`src/rtl/jtag_user_dr.sv`:
```
// User data-register bridge for the ECP5 JTAGG ER1/ER2 channels: capture, LSB-first shift, length-checked commit.
// Optional JTAG_DR_LOOPBACK_EN: Capture reloads the last committed word instead of the capture port.
module jtag_user_dr_chan #(
    parameter int           W       = 8,
    parameter logic [W-1:0] RST_VAL = '0
) (
    input  logic         clk,
    input  logic         rst,
    input  logic         ce,
    input  logic         shift,
    input  logic         tdi,
    input  logic         upd_en,
    input  logic         err_clr,
    input  logic [W-1:0] cap,
    output logic         tdo,
    output logic [W-1:0] upd,
    output logic         stb,
    output logic         err
);
    localparam int CW = $clog2(W + 2);
    localparam logic [CW-1:0] CNT_FULL = CW'(W);
    localparam logic [CW-1:0] CNT_OVER = CW'(W + 1);

    logic [W-1:0]  sh_q;
    logic [W-1:0]  sh_d;
    logic [W-1:0]  upd_q;
    logic [W-1:0]  cap_src;
    logic [CW-1:0] cnt_q;
    logic          stb_q;
    logic          err_q;

    generate
        if (W == 1) begin : g_narrow
            assign sh_d = tdi;
        end else begin : g_wide
            assign sh_d = {tdi, sh_q[W-1:1]};
        end
    endgenerate

`ifdef JTAG_DR_LOOPBACK_EN
    assign cap_src = upd_q;
`else
    assign cap_src = cap;
`endif

    always_ff @(posedge clk or posedge rst) begin
        if (rst) begin
            sh_q  <= '0;
            upd_q <= RST_VAL;
            cnt_q <= '0;
            stb_q <= 1'b0;
            err_q <= 1'b0;
        end else begin
            stb_q <= 1'b0;
            if (err_clr) begin
                err_q <= 1'b0;
            end
            if (ce) begin
                if (shift) begin
                    sh_q <= sh_d;
                    // Counter parks at W+1 so an overlong scan can never alias to W.
                    if (cnt_q != CNT_OVER) begin
                        cnt_q <= cnt_q + 1'b1;
                    end
                end else begin
                    sh_q  <= cap_src;
                    cnt_q <= '0;
                end
            end else if (upd_en) begin
                cnt_q <= '0;
                if (cnt_q == CNT_FULL) begin
                    upd_q <= sh_q;
                    stb_q <= 1'b1;
                end else begin
                    err_q <= 1'b1;
                end
            end
        end
    end

    assign tdo = sh_q[0];
    assign upd = upd_q;
    assign stb = stb_q;
    assign err = err_q;
endmodule

module jtag_user_dr #(
    parameter int               DR1_W    = 8,
    parameter int               DR2_W    = 8,
    parameter logic [DR1_W-1:0] RST_VAL1 = '0,
    parameter logic [DR2_W-1:0] RST_VAL2 = '0
) (
    input  logic             jtck,
    input  logic             jrst,
    input  logic             jtdi,
    input  logic             jshift,
    input  logic             jupdate,
    input  logic             jce1,
    input  logic             jce2,
    input  logic             jrti1,
    input  logic             jrti2,
    output logic             jtdo1,
    output logic             jtdo2,
    input  logic [DR1_W-1:0] cap1,
    input  logic [DR2_W-1:0] cap2,
    output logic [DR1_W-1:0] upd1,
    output logic [DR2_W-1:0] upd2,
    output logic [1:0]       upd_stb,
    output logic [1:0]       rti_stb,
    output logic [1:0]       len_err,
    input  logic             err_clr
);
    typedef enum logic [1:0] {SEL_NONE, SEL_CH1, SEL_CH2} sel_e;

    sel_e       sel_q;
    logic [1:0] rti_prev_q;
    logic [1:0] rti_stb_q;
    logic       stb1;
    logic       stb2;
    logic       err1;
    logic       err2;

    always_ff @(posedge jtck or posedge jrst) begin
        if (jrst) begin
            sel_q      <= SEL_NONE;
            rti_prev_q <= 2'b00;
            rti_stb_q  <= 2'b00;
        end else begin
            if (jce1) begin
                sel_q <= SEL_CH1;
            end else if (jce2) begin
                sel_q <= SEL_CH2;
            end
            rti_prev_q <= {jrti2, jrti1};
            rti_stb_q  <= {jrti2, jrti1} & ~rti_prev_q;
        end
    end

    // ER1 has priority: channel 2 sits out any cycle where both enables are high.
    jtag_user_dr_chan #(.W(DR1_W), .RST_VAL(RST_VAL1)) u_ch1 (
        .clk(jtck), .rst(jrst), .ce(jce1), .shift(jshift), .tdi(jtdi),
        .upd_en(jupdate && (sel_q == SEL_CH1)), .err_clr(err_clr), .cap(cap1),
        .tdo(jtdo1), .upd(upd1), .stb(stb1), .err(err1)
    );

    jtag_user_dr_chan #(.W(DR2_W), .RST_VAL(RST_VAL2)) u_ch2 (
        .clk(jtck), .rst(jrst), .ce(jce2 && !jce1), .shift(jshift), .tdi(jtdi),
        .upd_en(jupdate && (sel_q == SEL_CH2)), .err_clr(err_clr), .cap(cap2),
        .tdo(jtdo2), .upd(upd2), .stb(stb2), .err(err2)
    );

    assign upd_stb = {stb2, stb1};
    assign len_err = {err2, err1};
    assign rti_stb = rti_stb_q;
endmodule

```
`config.mk`:
```
export PLATFORM = sky130hd
export DESIGN_NAME = jtag_user_dr
export DESIGN_NICKNAME = d
export VERILOG_FILES = /design/src/rtl/jtag_user_dr.sv
export SDC_FILE = /design/constraint.sdc
export NUM_CORES = 1
export LEC_CHECK = 0
export CORE_AREA = 5 5 92 60
export DETAILED_ROUTE_END_ITERATION = 6
export DIE_AREA = 0 0 97 65
export PLACE_DENSITY = 0.8
export SLEW_MARGIN = 10
export SYNTH_ARGS = -nofsm -noshare
export SYNTH_HDL_FRONTEND = slang
export SYNTH_SLANG_ARGS = --single-unit
```
`constraint.sdc`:
```
create_clock -name jtck -period 2.4 [get_ports jtck]
set_clock_uncertainty 0.2 [all_clocks]
set_input_delay 0.36 -clock jtck [delete_from_list [all_inputs] [get_ports jtck]]
set_output_delay 0.36 -clock jtck [all_outputs]
set_load 0.01 [all_outputs]
```
# After elaboration in Yosys (flattened, before gate mapping)
# Index checks and enable logic that the tools add are counted.
[word_totals] regBits=50 inputBits=26
[classes] n_addsub=2 n_eq_ne=8 n_mux=26 n_bitwise=4 reduce_logical=11
[op_table] op="$mux W4" n=8
[op_table] op="$mux W8" n=2
[op_table] op="$mux W1" n=14
[op_table] op="$add A4 B1 Y4 const B" n=2
[op_table] op="$eq A4 B4 Y1 const B" n=2
[op_table] op="$ne A4 B4 Y1 const B" n=2
[op_table] op="$reduce_and A3 Y1" n=2
[op_table] op="$reduce_bool A2 Y1" n=3
[op_table] op="$mux W2" n=2
[op_table] op="$reduce_and A2 Y1" n=2
[op_table] op="$logic_and A1 B1 Y1" n=3
[op_table] op="$ne A3 B2 Y1 const B" n=1
[op_table] op="$ne A3 B3 Y1 const B" n=1
[op_table] op="$and A2 B2 Y2" n=1
[op_table] op="$eq A2 B1 Y1 const B" n=1
[op_table] op="$eq A2 B2 Y1 const B" n=1
[op_table] op="$not A1 Y1" n=2
[op_table] op="$not A2 Y2" n=1
[op_table] op="$logic_not A1 Y1" n=1

# Logic depth before layout (Yosys ltp)
# Gate-level depths: netlist of run 1.
[depth] word_depth=4 mapped_depth=5 ltp_nobuf=5

# Hierarchy
# Synthesis of run 1 repeated with hierarchy kept, for this count alone.
[hier_totals] cells_unflattened=188 hier_area_um2=2245.9
[modules_own_cells] mod="jtag_user_dr_chan" n_inst=2 cells_each=83 area_per_inst_um2=1006.0 seq_area_each_um2=550.5
[modules_own_cells] mod="jtag_user_dr" n_inst=1 cells_each=22 area_per_inst_um2=234.0 seq_area_each_um2=150.1

# Worst setup path after synthesis of run 1
# No wires, ideal clock.
[synth_timing] kind="reg2reg" from="register u_ch1.cnt_q[0]" to="register u_ch1.upd_q[0] (netlist: u_ch1.upd[0])" t_arrival_ps=1513 required_ps=2075 setup_slack_ps=562 path_stages_with_launch=6 path_buffers=0 path_cell_list="dfrtp_1 -> inv_1 -> ha_1 -> nand3b_1 -> nor3_2 -> mux2_2"
[synth_between] elab_chain_cells=2
[synth_lines] element="start, declared" line_no="28" text="logic [CW-1:0] cnt_q;"
[synth_lines] element="start signal, assigned" line_no="63" text="cnt_q <= cnt_q + 1'b1;"
[synth_lines] element="$eq A4 B4 Y1" line_no="71" text="if (cnt_q == CNT_FULL) begin"
[synth_lines] element="$reduce_and A3 Y1 (no source line)"
[synth_lines] element="end signal, assigned" line_no="72" text="upd_q <= sh_q;"
[synth_lines] element="end, declared" line_no="26" text="logic [W-1:0] upd_q;"
# No other way between the ends.
# A chain may end at the register's enable or synchronous reset.

# Worst setup path in the final report of run 1
[layout_timing] from="input jce2" to="register u_ch2.upd_q[2] (netlist: u_ch2.upd[2])"
[layout_between] elab_chain_cells=3
[layout_lines] element="start, declared" line_no="99" text="input logic jce2,"
[layout_lines] element="$logic_and A1 B1 Y1" line_no="147" text=".clk(jtck), .rst(jrst), .ce(jce2 && !jce1), .shift(jshift), .tdi(jtdi),"
[layout_lines] element="$not A1 Y1 (no source line)"
[layout_lines] element="$reduce_and A3 Y1 (no source line)"
[layout_lines] element="end signal, assigned" line_no="72"
[layout_lines] element="end, declared" line_no="26"
# No other way between the ends.

==> summary.md, run 1 <==
| Metric | Value |
|---|---|
| Status | complete, no violations |
| Commonest non-fill, non-tap cell in the layout | dfrtp_1 |
| # nets final | 271 |
| Syn Nets | around 220 |
| P per Cell Area | 609 nW/um2 |
| Slew margin rel. | between 70% and 80% |
| Max-slew violations | 0 |
| Row Count | 20 |
| Hold WC Path Type | primary input to async pin |
| Yosys top cell area share | between 50% and 60% |
| Vias in the first global route | about 1600 |
| R2R setup slack | between 0.5 and 0.6 ns |
| Max Clk Rate | between 0.5 and 0.6 GHz |
| Worst reg2reg startpoint | u_ch1.cnt_q[0] |
| Crit path DAT | between 1.5 and 2 ns |
| Post-Syn Area | between 2000 and 2500 um2 |
| Peak supply drop | around 0.33 mV |
| Synth Instances | between 150 and 200 |
| ANT cells | 0 |
| CP Launch Type | primary input |
| Die Height | between 60 and 70 um |
| Fraction of layout cells with a size suffix above 1 | between 15 and 20% |
| CTS tree | built |
| Vias per cell | roughly 5.1 |
| Count of cell types in the netlist | 29 |
| Via Count | 1550 |
| CTS H-tree depth | 2 |
| Largest area contributor in the netlist | dfrtp_1 |
| Critical Path RT | approximately 2.4 ns |
| Hold Vio Cnt, Final | 0 |
| Placed insts | between 200 and 300 |
| Mean routed wirelength per cell | 14.6 um |
| Post-CTS Setup Inserts | 0 |
| Core area | between 4000 and 5000 um2 |
| Final worst-path cycle share | 78.5% |
| Fin area | a little under 3000 um2 |
| Fin Setup TNS | 0 ns |
| Final HPWL from detailed placement | 3.25 mm |
| DRT Wirelength | around 4.5 mm |
| Gr ovfl total | 0 |
| R2R cell count | 6 |
| Post-synthesis sequential area ratio | 56.4% |
| Finished Layout Cells | between 300 and 400 |
| I/O Buffers | between 40 and 50 |
| Ys Warns | 0 |
| Die footprint | between 6000 and 7000 um2 |
| Hold buffer count at CTS | 0 |
| Most frequent cells in the layout | dfrtp_1, clkdlybuf4s50_1, mux2i_1 |
| Clock Latency Late Sink | about 0.30 ns |
| Gpl congestion | 0.749 |
| Worst-Margin Slew | roughly 0.44 ns |
| DR iter-0 viols | 37 |
| Crit path to | u_ch2.upd[2] |
| Pin count of the biggest net entering global routing | 25 |
| Global-route wire length before repair | ~7.5 mm |
| Endpoint class of the critical path | flip-flop |
| Starting Density | 46.9% |
| DP Area | 2820 um2 |
| Fill cells | 399 |
| Leakage | between 0.001 and 0.0015 uW |
| Synth area leaders | dfrtp_1, mux2_2, mux2i_1 |
| Min Tclk post-route | 1.88 ns |
| Remaining routing DRC violations | 0 |
| Global Route Usage Sum | 14.9% |
| I/O pins | 50 |
| Start point of the critical path | jce2 |
| Inserted Clock Buffers | 5 |
| Max_cap viols | 0 |
| Clk root buf | clkbuf_8 |
| Worst R2R End | u_ch1.upd[6] |
| Syn avg cell area | ~12 um2 |
| Clock Sinks | 50 |
| Multi-input gate area | between 800 and 900 um2 |
| FF+latch area | roughly 1300 um2 |
| P&R area growth vs syn | 31.9% |
| Initial antenna violation count | 0 |
| Die X-Extent | roughly 97 um |
| Bufs on Longest Clock Path | 2 |
| Post-route ant nets | 0 |
| CTS clk-pin slew, worst paths | approximately 0.09 ns |
| Post-cts sizing count | 0 |
| Worst Setup Path Type | primary input to flip-flop |
| CP max FO | 9 |
| RSZ-0062 raised after global routing | no |
| Synth Register Bits | 50 |
| First-pass detailed-route iteration total | 4 |
| Setup violators final | 0 |
-- Yosys cell counts --
cell type,count
nand3b_1,5
a2111oi_0,1
nand2_1,10
inv_1,11
or2_2,1
mux2i_1,18
nand2b_1,1
ha_1,6
a21oi_1,8
a32o_1,1
dfrtp_1,50
o21ai_0,11
buf_2,2
nor3_2,1
nor2b_1,5
and3b_1,1
nor4_4,1
and4b_1,1
a22o_1,2
nor2_1,11
mux2_2,17
o2bb2ai_1,1
o32ai_1,1
xor2_1,2
nand3_1,4
o22ai_1,3
a21o_1,1
buf_4,4
clkbuf_1,4
-- cells by family after synthesis --
| family | share of synthesized area, % |
|---|---|
| adders and majority gates | 3.39 |
| muxes | 16.8 |
| AOI/OAI and AO/OA | 7.90 |
| xor gates and xnor gates | 0.790 |
| buffers and inverters | 4.35 |
| DFF | 56.4 |
| and+or+nand+nor | 10.4 |
-- layout make-up --
cell class | instances | area share, %
timing repair buffer | 58 | 19.5
sequential | 50 | 42.8
tap | 66 | 2.82
multi-input combinational | 113 | 29.7
clock buffer | 6 | 2.48
inverter | 11 | 1.41
clock inverter | 2 | 1.28
-- report_power, final --
part           switching, uW  total (uW)  internal [uW]
clock                    270         581            311
combinational            111         244            132
sequential              51.8         957            905
-- worst min path at each step --
stage                       start            end  slack (ns)  cells past startpoint
finish                       jrst  u_ch1.sh_q[0]        0.17                      2
global route        rti_prev_q[1]     rti_stb[1]        0.21                      1
CTS                          jrst  u_ch1.sh_q[0]        0.19                      2
detailed placement  rti_prev_q[1]     rti_stb[1]        0.19                      1
global placement    rti_prev_q[1]     rti_stb[1]        0.18                      1
floorplan           rti_prev_q[0]     rti_stb[0]        0.18                      1
-- flip-flops by register name (all words and copies together) (netlist names) --
signal and cells:
u_ch2.sh_q 8, u_ch2.upd 8, u_ch1.err 1, u_ch1.upd 8, u_ch1.stb 1, rti_prev_q 2, sel_q 2, u_ch2.stb 1
rti_stb 2, u_ch1.cnt_q 4, u_ch1.sh_q 8, u_ch2.err 1, u_ch2.cnt_q 4
-- per-layer routing --
metal | vias up | track usage [%] | share of wire (%)
li1 | 744 | - | -
met2 | 47 | 22.5 | 43
met5 | - | 0 | 0
met3 | 5 | 5.27 | 7.6
met1 | 754 | 20.7 | 49
met4 | 0 | 3.68 | 0.85
-- per-stage QoR --
stage	total power (uW)	hold WS [ns]	setup slack, ns	util [%]
2_1_floorplan	1100	0.178	0.562	-
3_3_place_gp	1210	0.181	0.253	59.5
3_5_place_dp	1220	0.194	0.230	59.5
4_1_cts	1800	0.186	0.512	61.9
5_1_grt	1870	0.209	0.460	61.9
6_report	1780	0.171	0.515	61.9
-- critical path, cell delays in order --
cell and delay [ns]:
clkdlybuf4s50_1 0.48, nor2b_1 0.20, nor4_4 0.26, buf_4 0.22, mux2_2 0.34
Note: power is estimated with default switching activity, not from simulation.
==> run 2: changes to the inputs <==
clock period = 1.75 ns   (was 2.4 ns; I/O delays follow)
==> run 2 against run 1 <==
The flow now finishes with violations (negative setup slack). Core utilization up 3.7 points. Sequential power is 36% higher. Clock power grew 41%. Global-route usage up 0.75 points. Die area stayed put. Critical path depth stayed put. Sequential cell count unchanged. Via count is 1.7% higher. Routed wire length rose by 7.1%. Final area is 6.0% higher. Highest routed layer unchanged.
==> summary.md, run 2 (synthesis gave the netlist of run 1 again) <==
| Metric | Value |
|---|---|
| Cell Chain, Critical Path | clkdlybuf4s50_1 -> nand3b_1 -> nor4_4 -> buf_6 -> mux2_2 |
| Met2 usage | 22.5% (unchanged) |
| CP Buf/Inv Count | 2 (unchanged) |
| Die footprint | 6310 um2 (unchanged) |
| Starting Density | 46.9% (unchanged) |
| Gr busiest metal | met2 |
| Crit path DAT | 1.76 ns (-0.11 ns) |
| Max_cap viols | 0 (unchanged) |
| P per Cell Area | 810 nW/um2 (+33%) |
| Finished Layout Cells | 319 (+4.2%) |
| Global Route Usage Sum | 15.7% (+0.75 points) |
| CTS H-tree depth | 2 (unchanged) |
| Gpl congestion | 0.817 (+9.1%) |
| Worst setup margin | -0.0229 ns (-0.538 ns) |
| CP max FO | 5 (-4) |
| Hold WC Path Type | primary input to async pin |
| Failing checks | negative setup slack |
| Remaining routing DRC violations | 0 (unchanged) |
| Final core utilization | 65.6% (+3.7 points) |
| I/O Buffers | 49 (unchanged) |
| Via Count | 1577 (+1.7%) |
| Row Count | 20 (unchanged) |
| Fraction of layout cells with a size suffix above 1 | 20.9% (+5.5 points) |
| Final HPWL from detailed placement | 3.39 mm (+4.3%) |
| Final worst-path cycle share | 101% |
| Fin Setup TNS | -0.133 ns (-0.133 ns) |
| Clock Sinks | 50 (unchanged) |
| Initial antenna violation count | 0 (unchanged) |
| Vias in the first global route | 1633 (+3.7%) |
| M3 GR Usage | 5.81% (+0.54 points) |
| Commonest non-fill, non-tap cell in the layout | dfrtp_1 |
| Pre-CTS setup slack | -0.298 ns (-0.528 ns) |
| Die Height | 65 um (unchanged) |
| Setup violators final | 7 (+7) |
| Gr ovfl total | 0 (unchanged) |
| Die X-Extent | 97 um (unchanged) |
| CP Launch Type | primary input |
| Core area | 4730 um2 (unchanged) |
| Inserted Clock Buffers | 5 (unchanged) |
| CP peak stage delay | 0.52 ns (+0.04 ns) |
| Min Tclk post-route | between 1.5 and 2 ns |
| Max-slew violations | 0 (unchanged) |
| First-pass detailed-route iteration total | 4 (unchanged) |
| ANT cells | 0 (unchanged) |
| Most frequent cells in the layout | dfrtp_1, clkdlybuf4s50_1, buf_4 |
| I/O pins | 50 (unchanged) |
| CTS tree | built |
| Hold Vio Cnt, Final | 0 (unchanged) |
| Pin count of the biggest net entering global routing | 51 (+100%) |
| R2R setup slack | -0.01 ns (-0.59 ns) |
| CP max-delay cell | clkdlybuf4s50_1 |
| Worst-Margin Slew | 0.411 ns (-0.0274 ns) |
| P&R area growth vs syn | 39.8% |
| Slew margin rel. | 71.9% (+1.2 points) |
| Global-route wire length before repair | 7.89 mm (+4.6%) |
| Endpoint class of the critical path | flip-flop |
| Worst Setup Path Type | primary input to flip-flop |
| Hold buffer count at CTS | 0 (unchanged) |
| # nets final | 285 (+5.2%) |
| Max Clk Rate | around 0.56 GHz |
| Mean routed wirelength per cell | 15.0 um (+2.7%) |
| Leakage | 0.00148 uW (+10%) |
| Peak supply drop | 0.501 mV (+52%) |
| Critical Path RT | 1.74 ns (-0.64 ns) |
| DR iter-0 viols | 90 (+140%) |
| Met1 GRT Util | 21.7% (+1.0 points) |
| Fill cells | 334 (-16%) |
| DP Area | 2940 um2 (+4.4%) |
| Bufs on Longest Clock Path | 2 (unchanged) |
| RSZ-0062 raised after global routing | yes |
| Post-route ant nets | 0 (unchanged) |
| Status | finished, violations left |
| Fin area | 3100 um2 (+6.0%) |
| Vias per cell | 4.94 (-2.4%) |
| Clk root buf | clkbuf_8 |
| Clock Latency Late Sink | 0.30 ns (about the same) |
| DRT Wirelength | 4.78 mm (+7.1%) |
| Delay-heaviest family, CP | buffers and inverters |
| CTS clk-pin slew, worst paths | 0.09 ns (about the same) |
| Placed insts | 310 (+4.0%) |
[run 2: path summary, 6_finish.rpt]
check,start,endpoint,depth (start not counted)
min in group jtck,rti_prev_q[0],rti_stb[0],1
hold / removal,jrst,u_ch1.sh_q[3],3
max in group asynchronous,jrst,u_ch1.sh_q[0],3
hold reg to reg,rti_prev_q[0],rti_stb[0],1
setup reg to reg,sel_q[0],u_ch2.upd[3],4
setup / recovery,jupdate,u_ch2.upd[3],5
[run 2: layer usage]
metal | up-vias | wire [um]
li1 | 777 | -
met1 | 747 | 2360
met2 | 51 | 2090
met3 | 2 | 311
met4 | 0 | 17
met5 | - | 0
[run 2: final cells by class]
| cell class | instances | area (um2) | share of cell area [%] |
|---|---|---|---|
| inverters | 11 | 41.3 | 1.33 |
| well taps | 66 | 82.6 | 2.66 |
| repair buffers | 72 | 712 | 23.0 |
| clock inverters | 1 | 30.0 | 0.969 |
| multi-input cells | 113 | 901 | 29.1 |
| clock buffers | 6 | 82.6 | 2.66 |
| flip-flops and latches | 50 | 1250 | 40.4 |
[run 2: report_power, final]
group | switching, uW | leakage (uW) | internal (uW)
Sequential | 63.2 | 0.000646 | 1240
Clock | 362 | 0.0000573 | 458
Combinational | 174 | 0.000777 | 213
[run 2: timing repair]
item                                    CTS  global route
pin swaps                                 1             0
buffers inserted                          0             1
resized for setup                         1            11
cloned                                    0             1
endpoints found under the hold margin     0             0
endpoints found under the setup margin    9            19
[run 2: stage by stage]
step / total power [uW] / hold slack, ns
finish: 2510 / 0.123
global placement: 1690 / 0.185
CTS: 2530 / 0.126
detailed placement: 1710 / 0.198
floorplan: 1500 / 0.0939
global route: 2650 / 0.151
[run 2: worst min-delay path, cell delays in order]
cell	delay, ns
clkdlybuf4s50_1	0.41
inv_2	0.07
buf_12	0.26
==> run 3: changes to the inputs <==
CORE_AREA = 2 2 89 57   (was 5 5 92 60)
DIE_AREA = 0 0 91 59   (was 0 0 97 65)
==> run 3 against run 2 <==
Critical path depth increased by 1. Worst hold slack got worse by 0.11 ns. Critical endpoint is now u_ch1.upd[0]. Sequential cell count unchanged. Routed wire length increased by 0.92%. The run still ends with negative setup slack left.
==> summary.md, run 3 (synthesis gave the netlist of run 1 again) <==
| Metric | Value |
|---|---|
| Post-route ant nets | 0 (unchanged) |
| Peak supply drop | 0.484 mV (-3.4%) |
| Via Count | 1588 (+0.70%) |
| Fraction of layout cells with a size suffix above 1 | 20.8% (-0.15 points) |
| Leakage | 0.00144 uW (-2.5%) |
| Status | finished, violations left |
| Endpoint class of the critical path | flip-flop |
| Die footprint | 5370 um2 (-15%) |
| RSZ-0062 raised after global routing | yes |
| Tot Pwr | 2340 uW (-6.8%) |
| Starting Density | 49.6% (+2.7 points) |
| Fill cells | 342 (+2.4%) |
| Gpl congestion | 0.768 (-6.0%) |
| P&R area growth vs syn | 38.9% |
| Max Clk Rate | 0.570 GHz (+0.99%) |
| Hold buffer count at CTS | 0 (unchanged) |
| Hold slack | 0.0116 ns (-0.111 ns) |
| CTS tree | built |
| Inserted Clock Buffers | 5 (unchanged) |
| Worst setup margin | -0.00547 ns (+0.0174 ns) |
| Hold WC Path Type | primary input to async pin |
| Row Count | 19 (-5.0%) |
| Bufs on Longest Clock Path | 2 (unchanged) |
| Clock Latency Late Sink | 0.30 ns (about the same) |
| Crit path to | u_ch1.upd[0] |
| Die Height | 59 um (-9.2%) |
| Critical Path RT | 1.74 ns (about the same) |
| FF+latch area | 1250 um2 (unchanged) |
| DR iter-0 viols | 81 (-10%) |
| P per Cell Area | 760 nW/um2 (-6.1%) |
| I/O pins | 50 (unchanged) |
| R2R setup slack | -0.005 ns (about the same) |
| R2R cell count | 6 (+2) |
| Min Tclk post-route | 1.76 ns (-0.0174 ns) |
| Clk root buf | clkbuf_8 |
| Gr ovfl total | 0 (unchanged) |
| I/O Buffers | 49 (unchanged) |
| Start point of the critical path | u_ch1.cnt_q[1] |
| ANT cells | 0 (unchanged) |
| Vias in the first global route | 1608 (-1.5%) |
| Worst-Margin Slew | 0.395 ns (-0.0164 ns) |
| Mean routed wirelength per cell | 15.4 um (+2.9%) |
| CTS H-tree depth | 2 (unchanged) |
| Clock Sinks | 50 (unchanged) |
| Multi-input gate area | 945 um2 (+4.9%) |
| Most frequent cells in the layout | dfrtp_1, clkdlybuf4s50_1, mux2i_1 |
| Die X-Extent | 91 um (-6.2%) |
| Commonest non-fill, non-tap cell in the layout | dfrtp_1 |
| Final worst-path cycle share | 100% (-0.99 points) |
| Final HPWL from detailed placement | 3.33 mm (-1.8%) |
| Failing checks | negative setup slack |
| Hold Vio Cnt, Final | 0 (unchanged) |
| Initial antenna violation count | 0 (unchanged) |
| Worst reg2reg startpoint | u_ch1.cnt_q[1] |
| Slew margin rel. | 73.0% (+1.1 points) |
| First-pass detailed-route iteration total | 4 (unchanged) |
| DRT Wirelength | 4.82 mm (+0.92%) |
| Max-slew violations | 0 (unchanged) |
| Global-route wire length before repair | 7.71 mm (-2.3%) |
| Crit path DAT | 1.74 ns (-0.02 ns) |
| Final core utilization | 68.9% (+3.3 points) |
| # nets final | 282 (-1.1%) |
| Finished Layout Cells | 313 (-1.9%) |
| Max_cap viols | 0 (unchanged) |
| CTS clk-pin slew, worst paths | 0.09 ns (about the same) |
| Global Route Usage Sum | 18.7% (+3.0 points) |
| CP max FO | 9 (+4) |
| Worst Setup Path Type | flip-flop to flip-flop |
| Fin Setup TNS | -0.0164 ns (+0.117 ns) |
| Placed insts | 304 (-1.9%) |
| Setup violators final | 5 (-2) |
| Worst R2R End | u_ch1.upd[0] |
| Core area | 4470 um2 (-5.5%) |
| Vias per cell | 5.07 (+2.6%) |
| Remaining routing DRC violations | 0 (unchanged) |
| Pin count of the biggest net entering global routing | 44 (-14%) |
| CP Launch Type | flip-flop |
-- run 3: metal layers --
metal	routed length (um)	track usage [%]	vias up	part of all wire, %
li1	-	-	767	-
met3	284	5.60	8	5.9
met1	2480	26.9	774	51
met2	2000	27.4	39	42
met4	59	6.49	0	1.2
met5	0	0	-	0
-- run 3: area by class of cell --
| cell class | instances | share of cell area [%] |
|---|---|---|
| Clock buffer | 7 | 2.48 |
| Inverter | 11 | 1.34 |
| Multi-Input combinational cell | 113 | 30.7 |
| Sequential cell | 50 | 40.6 |
| Tap cell | 63 | 2.56 |
| Timing Repair Buffer | 69 | 22.3 |
-- run 3: how the worst min path moves through the flow --
| stage | to | slack, ns | cells after the start |
|---|---|---|---|
| detailed placement | rti_stb[1] | 0.20 | 1 |
| finish | u_ch1.stb | 0.01 | 2 |
| CTS | u_ch2.err | 0.009 | 2 |
| floorplan | rti_prev_q[0] | 0.09 | 0 |
| global placement | rti_stb[1] | 0.19 | 1 |
| global route | u_ch2.err | 0.01 | 2 |
-- run 3: what timing repair did --
item,4_1_cts,5_1_grt
resized for setup,2,20
setup buffers,0,1
cloned,0,1
pin swaps,1,1
setup endpoints to repair,8,18
-- run 3: where the power goes --
group          switching [uW]  internal [uW]  leakage, uW
registers                64.2           1240     0.000646
clock network             358            276    0.0000383
logic                     181            220     0.000759
-- run 3: metrics by stage --
| stage | setup slack (ns) | instance area, um2 |
|---|---|---|
| after CTS | -0.0186 | 2990 |
| after floorplan | -0.0415 | 2230 |
| final | -0.00547 | 3080 |
| after global placement | -0.246 | 2910 |
| after global routing | -0.111 | 3080 |
| after detailed placement | -0.305 | 2910 |
-- run 3: worst max-delay path, cell delays in order (launching register included) --
cell,delay [ns]
dfrtp_1,0.39
inv_2,0.06
ha_1,0.14
nand3b_1,0.17
nor3_4,0.19
buf_12,0.16
mux2_2,0.33
